$ cat src/rtl/fir_pkg.sv
// Shared constants, state encoding and bank-select helper for the 40-tap FIR sequencer.
package fir_pkg;

  localparam int CLK_DIV       = 20;
  localparam int TAPS_PER_BANK = 10;
  localparam int NUM_BANKS     = 4;
  localparam int ADDR_W        = 4;
  localparam int COEF_W        = 16;
  localparam int TOTAL_TAPS    = NUM_BANKS * TAPS_PER_BANK;
  localparam int DIV_W         = $clog2(CLK_DIV);
  localparam int BANK_W        = $clog2(NUM_BANKS);

  localparam logic [ADDR_W-1:0]    LAST_ADDR = ADDR_W'(TAPS_PER_BANK - 1);
  localparam logic [BANK_W-1:0]    LAST_BANK = BANK_W'(NUM_BANKS - 1);
  localparam logic [NUM_BANKS-1:0] ALL_BANKS = {NUM_BANKS{1'b1}};

  typedef enum logic [2:0] {
    IDLE  = 3'd0,
    SHIFT = 3'd1,
    MAC   = 3'd2,
    SUM   = 3'd3,
    DONE  = 3'd4,
    LOAD  = 3'd5
  } firState_e;

  function automatic logic [NUM_BANKS-1:0] bankOneHot(input logic [BANK_W-1:0] idx);
    logic [NUM_BANKS-1:0] oh;
    oh      = '0;
    oh[idx] = 1'b1;
    return oh;
  endfunction

endpackage

$ cat src/rtl/fir_controller_strobe.sv
// Free-running sample divider; terminal count is registered so it lines up with count = CLK_DIV-1.
module sample_strobe_gen
  import fir_pkg::*;
(
  input  logic iClk12M,
  input  logic iRst,
  output logic oTermCnt
);

  localparam logic [DIV_W-1:0] CNT_LAST = DIV_W'(CLK_DIV - 1);
  localparam logic [DIV_W-1:0] CNT_PRE  = DIV_W'(CLK_DIV - 2);

  logic [DIV_W-1:0] divCntR;

  // Divider counter and terminal-count flag.
  always_ff @(posedge iClk12M) begin
    if (iRst) begin
      divCntR  <= '0;
      oTermCnt <= 1'b0;
    end else begin
      if (divCntR == CNT_LAST) begin
        divCntR <= '0;
      end else begin
        divCntR <= divCntR + DIV_W'(1);
      end
      oTermCnt <= (divCntR == CNT_PRE);
    end
  end

endmodule

$ cat src/rtl/fir_controller.sv
// Sequencer for the FIR datapath: sample strobe, shift/MAC/sum sequence, and host coefficient load.
module fir_controller
  import fir_pkg::*;
(
  input  logic                 iClk12M,
  input  logic                 iRst,
  input  logic                 iCoeffUpdateFlag,
  input  logic                 iCoeffWr,
  input  logic [COEF_W-1:0]    iCoeffData,
  output logic                 oEnSample600k,
  output logic                 oEnDelay,
  output logic [NUM_BANKS-1:0] oBankEn,
  output logic                 oBankWr,
  output logic [ADDR_W-1:0]    oAddr,
  output logic [COEF_W-1:0]    oWrData,
  output logic                 oMacClr,
  output logic                 oEnMac,
  output logic                 oEnAdd,
  output logic                 oFirValid,
  output logic                 oLoadDone
);

  firState_e         stateR;
  logic [ADDR_W-1:0] tapCntR;
  logic [ADDR_W-1:0] wrAddrR;
  logic [BANK_W-1:0] wrBankR;
  logic              allWrittenR;
  logic              termCntS;
  logic              writeOkS;
  logic              lastWrS;

  sample_strobe_gen uStrobe (
    .iClk12M  (iClk12M),
    .iRst     (iRst),
    .oTermCnt (termCntS)
  );

  // The strobe is only offered while idle in filter mode, so a busy or loading FSM never sees it.
  assign oEnSample600k = termCntS && (stateR == IDLE) && !iCoeffUpdateFlag;
  assign writeOkS      = iCoeffWr && !allWrittenR;
  assign lastWrS       = (wrBankR == LAST_BANK) && (wrAddrR == LAST_ADDR);

  // Sequencer FSM; every output is registered and set on the transition into the state that owns it.
  always_ff @(posedge iClk12M) begin
    if (iRst) begin
      stateR      <= IDLE;
      tapCntR     <= '0;
      wrAddrR     <= '0;
      wrBankR     <= '0;
      allWrittenR <= 1'b0;
      oEnDelay    <= 1'b0;
      oMacClr     <= 1'b0;
      oEnMac      <= 1'b0;
      oEnAdd      <= 1'b0;
      oFirValid   <= 1'b0;
      oBankEn     <= '0;
      oBankWr     <= 1'b0;
      oAddr       <= '0;
      oWrData     <= '0;
      oLoadDone   <= 1'b0;
    end else begin
      oEnDelay  <= 1'b0;
      oMacClr   <= 1'b0;
      oEnMac    <= 1'b0;
      oEnAdd    <= 1'b0;
      oFirValid <= 1'b0;
      oBankEn   <= '0;
      oBankWr   <= 1'b0;
      oAddr     <= '0;
      oWrData   <= '0;
      oLoadDone <= 1'b0;

      case (stateR)
        IDLE: begin
          if (iCoeffUpdateFlag) begin
            stateR <= LOAD;
          end else if (oEnSample600k) begin
            stateR   <= SHIFT;
            oEnDelay <= 1'b1;
            oMacClr  <= 1'b1;
          end else begin
            stateR <= IDLE;
          end
        end

        SHIFT: begin
          stateR  <= MAC;
          tapCntR <= '0;
          oEnMac  <= 1'b1;
          oBankEn <= ALL_BANKS;
          oAddr   <= '0;
        end

        MAC: begin
          if (tapCntR == LAST_ADDR) begin
            stateR  <= SUM;
            tapCntR <= '0;
            oEnAdd  <= 1'b1;
          end else begin
            tapCntR <= tapCntR + ADDR_W'(1);
            oEnMac  <= 1'b1;
            oBankEn <= ALL_BANKS;
            oAddr   <= tapCntR + ADDR_W'(1);
          end
        end

        SUM: begin
          stateR    <= DONE;
          oFirValid <= 1'b1;
        end

        DONE: begin
          stateR <= IDLE;
        end

        LOAD: begin
          if (writeOkS) begin
            oBankEn <= bankOneHot(wrBankR);
            oAddr   <= wrAddrR;
            oBankWr <= 1'b1;
            oWrData <= iCoeffData;
            if (wrAddrR == LAST_ADDR) begin
              wrAddrR <= '0;
              wrBankR <= wrBankR + BANK_W'(1);
            end else begin
              wrAddrR <= wrAddrR + ADDR_W'(1);
            end
            allWrittenR <= lastWrS;
          end else begin
            allWrittenR <= allWrittenR;
          end
          // Leaving update mode still honours a same-cycle write, but the index restarts.
          if (!iCoeffUpdateFlag) begin
            stateR      <= IDLE;
            wrAddrR     <= '0;
            wrBankR     <= '0;
            allWrittenR <= 1'b0;
            oLoadDone   <= 1'b0;
          end else begin
            stateR    <= LOAD;
            oLoadDone <= allWrittenR;
          end
        end

        default: begin
          stateR <= IDLE;
        end
      endcase
    end
  end

endmodule

$ cat config.mk
export PLATFORM = sky130hd
export DESIGN_NAME = fir_controller
export DESIGN_NICKNAME = d
export VERILOG_FILES = /design/src/rtl/fir_pkg.sv /design/src/rtl/fir_controller_strobe.sv /design/src/rtl/fir_controller.sv
export SDC_FILE = /design/constraint.sdc
export NUM_CORES = 1
export LEC_CHECK = 0
export CORE_AREA = 2 2 49 84
export CTS_BUF_LIST = sky130_fd_sc_hd__clkbuf_16
export DETAILED_ROUTE_END_ITERATION = 6
export DIE_AREA = 0 0 51 86
export DONT_BUFFER_PORTS = 1
export GPL_ROUTABILITY_DRIVEN = 0
export PLACE_DENSITY = 0.7
export SYNTH_ARGS = -nofsm -noshare
export SYNTH_HDL_FRONTEND = slang
export SYNTH_SLANG_ARGS = --single-unit
$ cat constraint.sdc
create_clock -name iClk12M -period 1.7 [get_ports iClk12M]
set_input_delay 0.255 -clock iClk12M [delete_from_list [all_inputs] [get_ports iClk12M]]
set_output_delay 0.255 -clock iClk12M [all_outputs]
set_load 0.01 [all_outputs]
==> results_dict.tcl <==
set metrics [dict create \
    num_rows 29 \
    drc_errors 0 \
    coreArea_um2 3665 \
    synth_mux_area_frac 0.01089 \
    fin_skew_ns 0.003022 \
    cts_max_level 2 \
    worstPathRequired_ns 1.93 \
    power.leakage_nw 0.8977 \
    n_fill_cell 312 \
    final_cell_mix "49 x dfxtp_1, 21 x nor2_1, 17 x and2_1" \
    start_util 0.5329 \
    clkTransAtPathRegs_ns 0.06 \
    setup_viol 1 \
    synth_xor_area_frac 0.01794 \
    via_per_inst 5.618 \
    routed_wl_mm 4.067 \
    cts_buffers 5 \
    stdcell_count 262 \
    multi_input_area_um2 894.6 \
    area_delta_synth_final_pct 15.25 \
    io_pins 52 \
    post-route-period-util 1.000 \
    grt_usage 0.2029 \
    yosysSeqAreaShare 0.5125 \
    synthCells 205 \
    synth_fa_ha_area_frac 0.06406 \
    tritoncts "done" \
    die_w_um 51 \
    relSlewSlack 0.7758 \
    clockBufferDepth 2 \
    final.min_clock_period_ns 1.700 \
    synth_edf_count 0 \
    critPathKind "reg -> reg" \
    cap_violations 0 \
    cts_num_sinks 50 \
    max_freq_mhz 588.2 \
    ys_seq_elements 50 \
    regArea_um2 1002 \
    power_density_nw_per_um2 1110 \
    synthSimpleGateAreaFrac 0.2293 \
    yosysWarnings 0 \
    synth_top_family_by_area "simple AND/OR/NAND/NOR gates" \
    worstPathArrival_ns 1.93 \
    io_buffers 0 \
    crit_path_end_kind "flop" \
    grt-ovfl-total 0 \
    dp.final_hpwl_mm 2.874 \
    slew_viol_final 0 \
    crit_path_start_kind "flop" \
    post_drt_wl_per_cell_um 15.52 \
    cts_hold_buf 0 \
    irDropWorstVdd_mv 0.7983 \
    worst_slack_ns -0.00008726 \
    num_vias 1472 \
    n_antenna_cell 0 \
    clk_latency_ns 0.29 \
    grt_pass1_vias 1483 \
    grt_max_degree 27 \
    grt_pass1_wl_mm 6.713 \
    violations "setup timing" \
    die_h_um 86 \
    synthFlopType "dfxtp_1" \
    outcome "complete, but fails checks" \
    die_area_um2 4386 \
    synth.distinct_cells 38 \
    ant_nets 0 \
    hold_violations 0 \
    rsz0062_at_grt "yes" \
    tightestPinTransition_ns 0.3328 \
    syn_area_um2 1953 \
    firstDrtPassIters 4 \
    worstPathMaxFanout 4 \
    syn_area_per_cell_um2 9.527 \
    dpl.cell_count 253 \
    syn-num-nets 235 \
    worst_hold_slack_ns 0.03418 \
    synth_compound_area_frac 0.1211 \
    async_reset_ff_frac 0 \
    layout_commonest_cell "dfxtp_1" \
    cts-root-buf "clkbuf_16" \
    min_path_type "in -> reg" \
    first_iter_violations 17 \
    grt_antenna_before_repair 0 \
    final_nets 245 \
    drive_above_1_share 0.1481 \
    p_total_mw 2.498 \
]
[flip-flops by register name, summed over array words and instances, names as in the netlist]
| register | count |
|---|---|
| allWrittenR | 1 |
| oAddr | 4 |
| oBankEn | 4 |
| oBankWr | 1 |
| oEnAdd | 1 |
| oEnMac | 1 |
| oFirValid | 1 |
| oLoadDone | 1 |
| oMacClr | 1 |
| oWrData | 16 |
| stateR | 3 |
| tapCntR | 4 |
| uStrobe.divCntR | 5 |
| uStrobe.oTermCnt | 1 |
| wrAddrR | 4 |
| wrBankR | 2 |
[layout make-up]
type / instances / share of cell area
clock inverters: 3 / 0.01779
well taps: 46 / 0.02557
multi-input cells: 136 / 0.3974
clock buffers: 5 / 0.05559
repair buffers: 13 / 0.04336
inverters: 9 / 0.01501
flip-flops and latches: 50 / 0.4452
[critical path, cell delays in order (launching register included)]
cell	delay [ns]
dfxtp_2	0.34
inv_2	0.05
ha_4	0.14
nand3b_1	0.09
or4b_4	0.50
or3b_1	0.38
a21oi_2	0.12
[synthesized netlist by cell type (all sizes together) (3+ instances only)]
master   n  share of area
a21o     5          0.019
nand3    8          0.021
clkbuf   6          0.012
nand3b   3          0.018
and2    17          0.054
a21oi   14          0.036
xnor2    3          0.013
buf      4          0.015
ha      10          0.064
o21ai   10          0.026
nand2   10          0.019
inv      9          0.017
a22oi    3          0.012
nand2b   5          0.016
dfxtp   50           0.51
nor2    22          0.042
or3      3         0.0096
and3     3         0.0096
[what timing repair did]
item,CTS,global route
endpoints found under the setup margin,2,7
gates resized for setup,3,5
pin swaps,3,1
setup buffers,0,1
[worst paths after layout]
check | start | end | slack, ns | depth (start not counted)
hold reg to reg | allWrittenR | oLoadDone | 0.45 | 2
hold / removal | iRst | uStrobe.divCntR[4] | 0.03 | 1
setup / recovery | wrAddrR[1] | wrAddrR[2] | -0.00009 | 6
setup reg to reg | wrAddrR[1] | wrAddrR[2] | -0.00009 | 6
[power by group]
group / switching, mW / leakage (nW) / internal [mW] / total [mW]
clock network: 0.415 / 0.0836 / 0.688 / 1.10
registers: 0.0262 / 0.405 / 1.20 / 1.22
logic: 0.0942 / 0.410 / 0.0766 / 0.171
[cells by family after synthesis]
family | count (synthesis)
buffers and inverters | 19
XOR/XNOR | 4
flip-flops | 50
adder cells (fa/ha/maj) | 10
AND/OR/NAND/NOR | 81
multiplexers | 2
AO/OA/AOI/OAI | 39
[metrics by stage]
stage                        TNS (ns)  worst slack (ns)  instance area (um2)    util
after global placement              0           0.06540                 2049  0.5592
after floorplan                     0           0.02600                 1954       -
after detailed placement     -0.06016          -0.06016                 2049  0.5592
after CTS                           0          0.002296                 2221  0.6060
after global routing          -0.1005          -0.06299                 2251  0.6142
final                     -0.00008726       -0.00008726                 2251  0.6142
[metal layers]
| metal | GRT usage | vias to the layer above | wire length [um] |
|---|---|---|---|
| met5 | 0 | - | 0 |
| met4 | 0.09337 | 0 | 91 |
| met3 | 0.05226 | 8 | 174 |
| met2 | 0.3754 | 48 | 2315 |
| met1 | 0.2037 | 707 | 1485 |
| li1 | - | 709 | - |
(Power assumes the default switching activity.)
